===== src/rtl/uart_tx_arbiter_pkg.sv =====
// Shared types for the uart_tx sharing arbiter.
package uart_pkg;

  typedef enum logic [1:0] {
    IDLE = 2'd0,
    SEND = 2'd1,
    GAP  = 2'd2
  } arb_state_t;

  localparam int UART_BYTE_W = 8;

endpackage


===== src/rtl/uart_tx_arbiter_rr_picker.sv =====
// Round-robin picker: first set bit of mask scanning upward from ptr, wrapping at N.
module rr_picker #(
  parameter int N   = 4,
  parameter int IDW = $clog2(N)
) (
  input  logic [N-1:0]   mask,
  input  logic [IDW-1:0] ptr,
  output logic           any,
  output logic [IDW-1:0] id
);

  logic [IDW-1:0] idx;

  // Walk from the farthest offset down so the closest hit to ptr is written last.
  always_comb begin
    any = 1'b0;
    id  = '0;
    idx = '0;
    for (int i = N - 1; i >= 0; i--) begin
      idx = IDW'((int'(ptr) + i) % N);
      if (mask[idx]) begin
        any = 1'b1;
        id  = idx;
      end
    end
  end

endmodule


===== src/rtl/uart_tx_arbiter.sv =====
// Shares one uart_tx among NUM_REQ byte producers with per-byte round-robin and packet lock.
//  state | meaning
//  IDLE  | wait for transmitter idle, pick a requester, launch its byte
//  SEND  | byte on the line; wait for Tx_Done or watchdog expiry
//  GAP   | forced idle clocks between frames
import uart_pkg::*;

module uart_tx_arbiter #(
  parameter int NUM_REQ   = 4,
  parameter int GAP_CLKS  = 0,
  parameter int WDOG_CLKS = 20000
) (
  input  logic                            i_Clock,
  input  logic                            i_Rst_n,
  input  logic [NUM_REQ-1:0]              i_Req_Valid,
  input  logic [UART_BYTE_W*NUM_REQ-1:0]  i_Req_Byte,
  input  logic [NUM_REQ-1:0]              i_Req_Last,
  output logic [NUM_REQ-1:0]              o_Req_Ready,
  output logic [NUM_REQ-1:0]              o_Req_Done,
  output logic                            o_Tx_DV,
  output logic [UART_BYTE_W-1:0]          o_Tx_Byte,
  input  logic                            i_Tx_Active,
  input  logic                            i_Tx_Done,
  output logic                            o_Busy,
  output logic [$clog2(NUM_REQ)-1:0]      o_Grant_Id,
  output logic                            o_Err
);

  localparam int IDW     = $clog2(NUM_REQ);
  localparam int CNT_MAX = (WDOG_CLKS > GAP_CLKS) ? WDOG_CLKS : GAP_CLKS;
  localparam int CNT_W   = $clog2(CNT_MAX + 1);
  localparam logic [CNT_W-1:0] WDOG_LOAD = CNT_W'(WDOG_CLKS - 1);
  localparam logic [CNT_W-1:0] GAP_LOAD  = CNT_W'(GAP_CLKS - 1);

  arb_state_t           state;
  logic [IDW-1:0]       ptr;
  logic                 lock;
  logic [IDW-1:0]       lock_id;
  logic [IDW-1:0]       cur_id;
  logic [CNT_W-1:0]     cnt;

  logic [NUM_REQ-1:0]   cand;
  logic                 pick_any;
  logic [IDW-1:0]       pick_id;
  logic [UART_BYTE_W-1:0] win_byte;
  logic                 win_last;

  // While a packet is open only its owner may compete.
  assign cand     = lock ? (i_Req_Valid & (NUM_REQ'(1) << lock_id)) : i_Req_Valid;
  assign win_byte = i_Req_Byte[{pick_id, 3'b000} +: UART_BYTE_W];
  assign win_last = i_Req_Last[pick_id];

  rr_picker #(.N(NUM_REQ), .IDW(IDW)) u_picker (
    .mask (cand),
    .ptr  (ptr),
    .any  (pick_any),
    .id   (pick_id)
  );

  always_ff @(posedge i_Clock or negedge i_Rst_n) begin
    if (!i_Rst_n) begin
      state       <= IDLE;
      ptr         <= '0;
      lock        <= 1'b0;
      lock_id     <= '0;
      cur_id      <= '0;
      cnt         <= '0;
      o_Tx_DV     <= 1'b0;
      o_Tx_Byte   <= '0;
      o_Req_Ready <= '0;
      o_Req_Done  <= '0;
      o_Busy      <= 1'b0;
      o_Grant_Id  <= '0;
      o_Err       <= 1'b0;
    end else begin
      o_Tx_DV     <= 1'b0;
      o_Req_Ready <= '0;
      o_Req_Done  <= '0;
      o_Err       <= 1'b0;
      case (state)
        IDLE: begin
          if (!i_Tx_Active && pick_any) begin
            o_Tx_DV     <= 1'b1;
            o_Tx_Byte   <= win_byte;
            o_Req_Ready <= NUM_REQ'(1) << pick_id;
            o_Grant_Id  <= pick_id;
            cur_id      <= pick_id;
            cnt         <= WDOG_LOAD;
            state       <= SEND;
            o_Busy      <= 1'b1;
            if (win_last) begin
              lock <= 1'b0;
              ptr  <= (pick_id == IDW'(NUM_REQ - 1)) ? '0 : pick_id + 1'b1;
            end else begin
              lock    <= 1'b1;
              lock_id <= pick_id;
            end
          end
        end
        SEND: begin
          if (i_Tx_Done) begin
            o_Req_Done <= NUM_REQ'(1) << cur_id;
            if (GAP_CLKS > 0) begin
              state <= GAP;
              cnt   <= GAP_LOAD;
            end else begin
              state  <= IDLE;
              o_Busy <= 1'b0;
            end
          end else if (cnt == '0) begin
            // Transmitter never finished: drop the packet so others are not starved.
            o_Err  <= 1'b1;
            lock   <= 1'b0;
            state  <= IDLE;
            o_Busy <= 1'b0;
          end else begin
            cnt <= cnt - 1'b1;
          end
        end
        GAP: begin
          if (cnt == '0) begin
            state  <= IDLE;
            o_Busy <= 1'b0;
          end else begin
            cnt <= cnt - 1'b1;
          end
        end
        default: begin
          state  <= IDLE;
          o_Busy <= 1'b0;
        end
      endcase
    end
  end

endmodule


===== config.mk =====
export PLATFORM = sky130hd
export DESIGN_NAME = uart_tx_arbiter
export DESIGN_NICKNAME = d
export VERILOG_FILES = /design/src/rtl/uart_tx_arbiter_pkg.sv /design/src/rtl/uart_tx_arbiter_rr_picker.sv /design/src/rtl/uart_tx_arbiter.sv
export SDC_FILE = /design/constraint.sdc
export NUM_CORES = 1
export LEC_CHECK = 0
export BUFFER_PORTS_ARGS = -buffer_cell sky130_fd_sc_hd__buf_2
export CAP_MARGIN = 25
export CORE_ASPECT_RATIO = 0.8
export CORE_MARGIN = 1
export CORE_UTILIZATION = 45
export DETAILED_ROUTE_END_ITERATION = 7
export GPL_TIMING_DRIVEN = 0
export PLACE_DENSITY = 0.73
export SLEW_MARGIN = 20
export SYNTH_ARGS = -nofsm -noshare
export SYNTH_HDL_FRONTEND = slang
export SYNTH_SLANG_ARGS = --single-unit

===== constraint.sdc =====
create_clock -name i_Clock -period 2.4 [get_ports i_Clock]
set_clock_uncertainty 0.2 [all_clocks]
set_input_delay 0.48 -clock i_Clock [delete_from_list [all_inputs] [get_ports i_Clock]]
set_output_delay 0.48 -clock i_Clock [all_outputs]
set_load 0.02 [all_outputs]

; Word level (Yosys, flattened, before mapping)
; Cells that the tools add are included.
[totals]
ff_bits = 43
output_inout_bits = 21
in_bits = 44
elab_cells = 91
[op_classes]
addsub = 5
n_mux = 46
reduce_logical = 11
n_shift = 4
n_lt_le_gt_ge = 5
eq_ne = 6
bitwise = 2
[op_table]
columns = op, n
row1 = $mux W15, 3
row2 = $pmux W15 S3, 1
row3 = $shiftx A32 B6 Y8, 1
row4 = $mux W1, 21
row5 = $mux W4, 5
row6 = $mux W2, 8
row7 = $logic_not A15 Y1, 1
row8 = $lt A2 B3 Y1 const B, 5
row9 = $sub A15 B1 Y15 const B, 1
row10 = $shl A1 B2 Y4 const A, 3
row11 = $bmux W1 S2, 5
row12 = $reduce_and A3 Y1, 3
row13 = $ne A2 B2 Y1 const B, 3
row14 = $pmux W2 S3, 1
row15 = $add A2 B1 Y2 const B, 2
row16 = $add A2 B2 Y2 const B, 2
row17 = $and A4 B4 Y4, 1
row18 = $eq A2 B2 Y1 const B, 2
row19 = $reduce_and A4 Y1, 1
row20 = $pmux W1 S3, 1
row21 = $reduce_bool A3 Y1, 1
row22 = $eq A2 B1 Y1 const B, 1
row23 = $logic_not A2 Y1, 1
row24 = $pmux W1 S2, 1
row25 = 5 further kinds, 5

; Depth between registers and ports, before layout
; Gate-level depths: netlist of the first run.
[logic_depth]
ltp_word = 14
ltp_mapped = 11
mapped_depth_nobuf = 9

; By module
; A second synthesis of the first run with hierarchy kept.
[hier_totals]
cells_unflattened = 243
hier_area_um2 = 2407.3
[by_module_without_submodules]
columns = module, seq_area_each_um2, area_each_um2, n_inst, cells_each
row1 = uart_tx_arbiter, 1076.0, 2329.7, 1, 230
row2 = rr_picker, 0.0, 77.6, 1, 13

; Worst setup path before layout of the first run
; Ideal clock, no wire load.
[synth_path]
path_kind = register to register
from = reg cnt[7]
to = reg cnt[7]
period_less_slack_ns = 2.675
required_ns = 2.060
path_slack_ns = -0.275
setup_time_ns = 0.140
stages_incl_launch_ff = 10
path_buffers = 2
arrival_time_ns = 2.335
path_cell_list = dfrtp_1 -> or4_4 -> or3b_1 -> buf_2 -> o41a_1 -> o211ai_2 -> buf_6 -> nor3_1 -> xnor2_1 -> nor2_1
[synth_between]
elab_chain_cells = 4
word_cells_on_any_way = 5
classes_between = add/sub (1) / mux (3) / reduce/logical (1)
[synth_lines]
columns = element, line
row1 = "start, declared", uart_tx_arbiter.sv:40  ; logic [CNT_W-1:0] cnt;
row2 = "start signal, assigned", uart_tx_arbiter.sv:117  ; cnt <= cnt - 1'b1;
row3 = "start signal, assigned", uart_tx_arbiter.sv:125  ; cnt <= cnt - 1'b1;
row4 = $sub A15 B1 Y15 or $logic_not A15 Y1 (tied branches), n/a
row5 = $mux W15 *, "uart_tx_arbiter.sv:110, uart_tx_arbiter.sv:121"
row6 = $mux W15, uart_tx_arbiter.sv:101  ; if (i_Tx_Done) begin
row7 = $pmux W15 S3 *, uart_tx_arbiter.sv:80  ; case (state)
; Every way passes the cells marked *; elsewhere a longest branch is shown, timed or not. The select of a mux whose other input is x is not followed.
; A chain may end at the register's enable or synchronous reset.

; Worst setup path after layout of the first run
[layout_path]
from = reg cnt[9]
to = reg cnt[0]
[layout_between]
elab_chain_cells = 4
[layout_lines]
columns = element, line
row1 = $logic_not A15 Y1 *, "uart_tx_arbiter.sv:110, uart_tx_arbiter.sv:121"
row2 = $mux W15 *, n/a
row3 = $mux W15, n/a
row4 = $pmux W15 S3 *, n/a
; Marks and branches as above.

==> impl_metrics.csv, run 1 <==
group,metric,value,unit
cts,h-tree-depth,2,
drt,wirelength,5970,um
global_route,antenna_found_initial,0,
timing,tns,-2.89,ns
setup_path,arrival,2.62,ns
placed_design,dpl.hpwl,3900,um
cts,cts_tree,"done",
floorplanning,die_width,83.7,um
floorplanning,start_util,0.474,
global_route,grt_overflow,0,
synth,synth_nets,295,
timing,period_minus_slack,2.61,ns
cts,cts_root_buf,"clkbuf_8",
power,ir_drop,501,uV
synth,synth_edf_count,0,
synth,synth_cell_types,44,
floorplanning,num_rows,23,
timing,rsz0062_at_grt,"true",
global_route,grt_pass1_wl,9340,um
timing,finalWorstSetupSlack,-0.206,ns
timing,relSlewSlack,0.700,
floorplanning,fp.coreArea,0.00506,mm2
cells_and_area,final_common_cell,"buf_2",
cts,clockBufferDepth,2,
global_route,track_usage,0.213,
cts,clk_latency,0.29,ns
setup_path,end_kind,"flop",
cells_and_area,antenna_cells,0,
setup_path,criticalPathCategory,"reg -> reg",
global_route,grt_max_degree,44,
setup_path,worstPathMaxFanout,7,
timing,finalHoldViolCount,0,
run_status,violations,"negative setup slack",
drt,drcViolationCount,0,
cells_and_area,fillers,394,
power,fin_total_pwr,3.61,mW
synth,yosys_register_bits,43,
drt,vias,2158,
drt,ant_nets,0,
timing,worst_slew_pin_slew,0.447,ns
timing,setup_viol,22,
cts,clock_sinks,43,
cells_and_area,drive_gt1_frac,0.461,
drt,dr.pass1.iters,4,
power,power_leakage,1.66,nW
timing,max_freq,384,MHz
floorplanning,die_area,0.00563,mm2
synth,synth_seq_area_share,0.448,
drt,drt-initial-drc-count,78,
cells_and_area,stdcell_count,398,
setup_path,crit_required,2.42,ns
cells_and_area,fin_util,0.664,
power,power_density,1070,mW/mm2
placed_design,gp_congestion,0.740,
timing,period_share,1.09,
drt,wl_per_cell,15.0,um
synth,synthesis.area,0.00240,mm2
global_route,grt_pass1_vias,1961,
drt,avgViaCountPerCell,5.42,
cells_and_area,multi_input_area,0.00144,mm2
cells_and_area,seq_area,0.00108,mm2
placed_design,place_ws,-0.428,ns
setup_path,r2r_slack,-0.21,ns
cells_and_area,fin_nets,388,
timing,slew_violations,0,
synth,synthFlopType,"dfrtp_1",
flow_run,maxCapViolations,0,
synth,syn_avg_cell_area,9.92,um2
synth,postSynthCellCount,242,
cells_and_area,syn_to_final_growth,40.0,%
synth,yosys_warnings,0,
placed_design,portBuffers,64,
synth,async_flop_share,1.00,
cts,numCtsBuffers,5,
setup_path,start_kind,"flop",
placed_design,dp.cells,368,
cts,clkTransAtPathRegs,0.08,ns
cells_and_area,final_cell_mix,"65 x buf_2, 41 x dfrtp_1, 25 x nand2_1",
worst_hold_path,hold_class,"reg -> reg",
run_status,status,"complete, but fails checks",
floorplanning,floorplan.io_pins,65,
floorplanning,die_h,67.3,um
layout make-up:
type / count / share of cell area
multi-input cells: 175 / 0.429
flip-flops and latches: 43 / 0.321
repair buffers: 87 / 0.163
well taps: 62 / 0.0231
clock buffers: 6 / 0.0216
plain buffers: 8 / 0.0216
inverters: 15 / 0.0175
clock inverters: 2 / 0.00372
state kept, by name (all words and copies together), names as in the netlist:
register and flops:
o_Tx_DV 1, o_Busy 1, o_Req_Ready 4, lock 1, o_Err 1, cur_id 2, cnt 15, o_Tx_Byte 8
state 2, lock_id 2, o_Req_Done 4, ptr 2
power breakdown:
part | switching (mW) | total (mW) | internal [mW]
logic | 1.06 | 2.06 | 0.992
registers | 0.183 | 1.10 | 0.914
clock network | 0.252 | 0.455 | 0.204
metal layers:
metal / wire (um) / vias up / track usage
li1: - / 1045 / -
met1: 2840 / 1046 / 0.302
met2: 2800 / 64 / 0.334
met3: 311 / 3 / 0.0465
met4: 16 / 0 / 0.0530
met5: 0 / - / 0
worst paths after layout:
path	startpoint	depth (start not counted)	to
max in group asynchronous	i_Rst_n	3	lock_id[0]
min reg2reg	o_Tx_Byte[1]	2	o_Tx_Byte[1]
max reg2reg	cnt[9]	8	cnt[0]
min	o_Tx_Byte[1]	2	o_Tx_Byte[1]
max	cnt[9]	8	cnt[0]
min in group asynchronous	i_Rst_n	2	cnt[6]
cell usage after synthesis (3+ instances only):
cell      instances  share of area
nand2_1          27          0.042
dfrtp_1          43           0.45
inv_1            15          0.023
nand3_1           3         0.0063
xnor2_1           6          0.022
o21ai_0          24          0.050
mux2i_1          19          0.079
and3_1            6          0.016
clkbuf_1          4         0.0063
o31ai_1           3         0.0094
ha_1              9          0.047
nor2_1           12          0.019
nor3_1            7          0.015
nor4_1            5          0.013
buf_2             4         0.0083
a21oi_1           9          0.019
mux2_2           10          0.047
critical path, cell delays in order (launching register included):
cell and delay (ns):
dfrtp_1 0.39, or4_4 0.54, or3b_4 0.40, o41a_1 0.37, o211ai_4 0.15, buf_6 0.18
buf_4 0.12, nor3_1 0.05, a21oi_1 0.14
cells by family after synthesis:
group | count (synthesis) | share of synthesized area
muxes | 30 | 0.135
and+or+nand+nor | 76 | 0.159
DFF | 43 | 0.448
xor gates and xnor gates | 8 | 0.0292
adders and majority gates | 9 | 0.0469
AOI/OAI and AO/OA | 52 | 0.138
buffers and inverters | 24 | 0.0427
metrics by stage:
stage	instance area, um2	hold WS [ns]
after CTS	3150	0.163
final	3360	0.283
after floorplan	2400	-0.0156
after global routing	3360	0.312
after detailed placement	2800	0.265
after global placement	2800	0.259
repair_timing:
| action | CTS | global route |
|---|---|---|
| endpoints found under the hold margin | 0 | 16 |
| gates resized for setup | 35 | 43 |
| setup endpoints to repair | 31 | 34 |
| setup buffers | 16 | 5 |
| pin swaps | 11 | 15 |
| hold buffers | 0 | 1 |
(Power assumes the default switching activity.)
==> run 2, diff against run 1 <==
--- a/config.mk
+++ b/config.mk
@@ -13,6 +13,7 @@
 export DETAILED_ROUTE_END_ITERATION = 7
 export GPL_TIMING_DRIVEN = 0
 export PLACE_DENSITY = 0.73
+export SETUP_SLACK_MARGIN = 0.15
 export SLEW_MARGIN = 20
 export SYNTH_ARGS = -nofsm -noshare
 export SYNTH_HDL_FRONTEND = slang
==> run 2 against run 1 <==
  * The run still ends with negative setup slack left
  * Core utilization increased by 2.9 points
  * Critical path depth increased by 1
  * Non-clock buffer count increased by 11
  * Largest power group unchanged
==> impl_metrics.csv, run 2 (same netlist as run 1, synthesis figures left out) <==
group,metric,value,unit
power,ir_drop,646,uV
setup_path,worstPathMaxFanout,6,
cells_and_area,top_regs,"cnt x15, o_Tx_Byte x8",
cells_and_area,fin_util,0.693,
cells_and_area,fin_nets,399,
cells_and_area,final_common_cell,"buf_2",
setup_path,end_kind,"flop",
cells_and_area,stdcell_area,0.00351,mm2
flow_run,maxCapViolations,0,
timing,slew_violations,0,
global_route,grt_pass1_wl,9160,um
power,power_leakage,1.73,nW
global_route,grt_max_degree,44,
cells_and_area,final_cell_mix,"64 x buf_2, 41 x dfrtp_1, 24 x nand2_1",
cells_and_area,drive_gt1_frac,0.493,
global_route,grt_overflow,0,
floorplanning,num_rows,23,
placed_design,gp_congestion,0.760,
timing,finalHoldViolCount,0,
drt,wl_per_cell,16.2,um
cts,numCtsBuffers,5,
drt,ant_nets,0,
global_route,antenna_found_initial,0,
cts,h-tree-depth,2,
setup_path,crit_required,2.36,ns
timing,rsz0062_at_grt,"true",
cells_and_area,antenna_cells,0,
setup_path,criticalPathCategory,"reg -> reg",
timing,max_freq,367,MHz
cells_and_area,syn_to_final_growth,46.2,%
timing,worst_slew_pin_slew,0.421,ns
global_route,track_usage,0.206,
timing,relSlewSlack,0.718,
drt,wirelength,6630,um
drt,dr.pass1.iters,4,
floorplanning,fp.coreArea,0.00506,mm2
setup_path,r2r_start,"cnt[6]",
cts,cts_root_buf,"clkbuf_8",
power,fin_total_pwr,3.95,mW
placed_design,dpl-instance-area,0.00280,mm2
cts,clk_latency,0.30,ns
setup_path,worst_r2r_path_depth,9,
timing,finalWorstSetupSlack,-0.323,ns
cts,clkTransAtPathRegs,0.09,ns
cts,cts_tree,"done",
timing,hold_ws,0.291,ns
global_route,grt_pass1_vias,1834,
worst_hold_path,hold_path_depth,2,
cts,clock_sinks,43,
timing,tns,-4.87,ns
timing,period_share,1.13,
worst_hold_path,hold_class,"reg -> reg",
floorplanning,start_util,0.474,
timing,period_minus_slack,2.72,ns
drt,avgViaCountPerCell,5.47,
run_status,status,"complete, but fails checks",
cells_and_area,largest_reg_flops,15,
setup_path,startpoint,"cnt[6]",
drt,drcViolationCount,0,
timing,setup_viol,21,
drt,drt-initial-drc-count,98,
cts,clockBufferDepth,2,
placed_design,portBuffers,64,
floorplanning,die_area,0.00563,mm2
worst_hold_path,hp-start,"o_Tx_Byte[0]",
setup_path,arrival,2.68,ns
floorplanning,die_width,83.7,um
floorplanning,floorplan.io_pins,65,
floorplanning,die_h,67.3,um
setup_path,start_kind,"flop",
placed_design,dpl.hpwl,3790,um
power,power_density,1130,mW/mm2
cells_and_area,regMostFlops,"cnt",
run_status,violations,"negative setup slack",
drt,vias,2237,
==> run 2: final cells by class <==
cell class	count	area, um2
multi-input combinational	175	1450
buffer	9	96.3
fill	357	1550
tap	62	77.6
sequential	43	1080
timing repair buffer	97	643
clock buffer	8	100
inverter	15	61.3
==> run 2: final timing paths <==
path | endpoint | slack, ns
max in group asynchronous | lock_id[0] | 1.13
min in group asynchronous | cnt[6] | 0.39
max reg2reg | cnt[7] | -0.32
min reg2reg | o_Tx_Byte[0] | 0.29
min | o_Tx_Byte[0] | 0.29
max | cnt[7] | -0.32
==> run 2: timing repair <==
| action | 4_1_cts | 5_1_grt |
|---|---|---|
| endpoints found under the setup margin | 37 | 37 |
| buffers inserted | 17 | 13 |
| gates cloned | 0 | 1 |
| endpoints found under the hold margin | 0 | 11 |
| hold buffers | 0 | 1 |
| pin swaps | 10 | 14 |
| resized for setup | 51 | 47 |
==> run 2: per-layer routing <==
metal | global-route usage | share of wire | wire, um | vias to the layer above
li1 | - | - | - | 1062
met1 | 0.293 | 0.45 | 3010 | 1096
met2 | 0.324 | 0.48 | 3210 | 70
met3 | 0.0452 | 0.051 | 335 | 9
met4 | 0.0487 | 0.011 | 72 | 0
met5 | 0 | 0 | 0 | -
==> run 2: power by group <==
| part | switching (mW) | internal, mW | total [mW] |
|---|---|---|---|
| combinational | 1.20 | 1.15 | 2.35 |
| clock | 0.243 | 0.263 | 0.506 |
| sequential | 0.181 | 0.914 | 1.10 |
==> run 2: critical path: stages, from the launching register on <==
cell      delay, ns
dfrtp_1        0.40
or4_4          0.52
or3b_1         0.38
buf_6          0.13
o41a_1         0.36
o211ai_4       0.16
buf_6          0.18
nor3_1         0.07
xnor2_1        0.15
nor2_1         0.06
==> run 2: stage by stage <==
stage / setup WS (ns) / instances
final: -0.323 / 409
after global routing: -0.442 / 409
after CTS: -0.260 / 393
after detailed placement: -0.410 / 368
after global placement: -0.412 / 368
after floorplan: -0.222 / 242
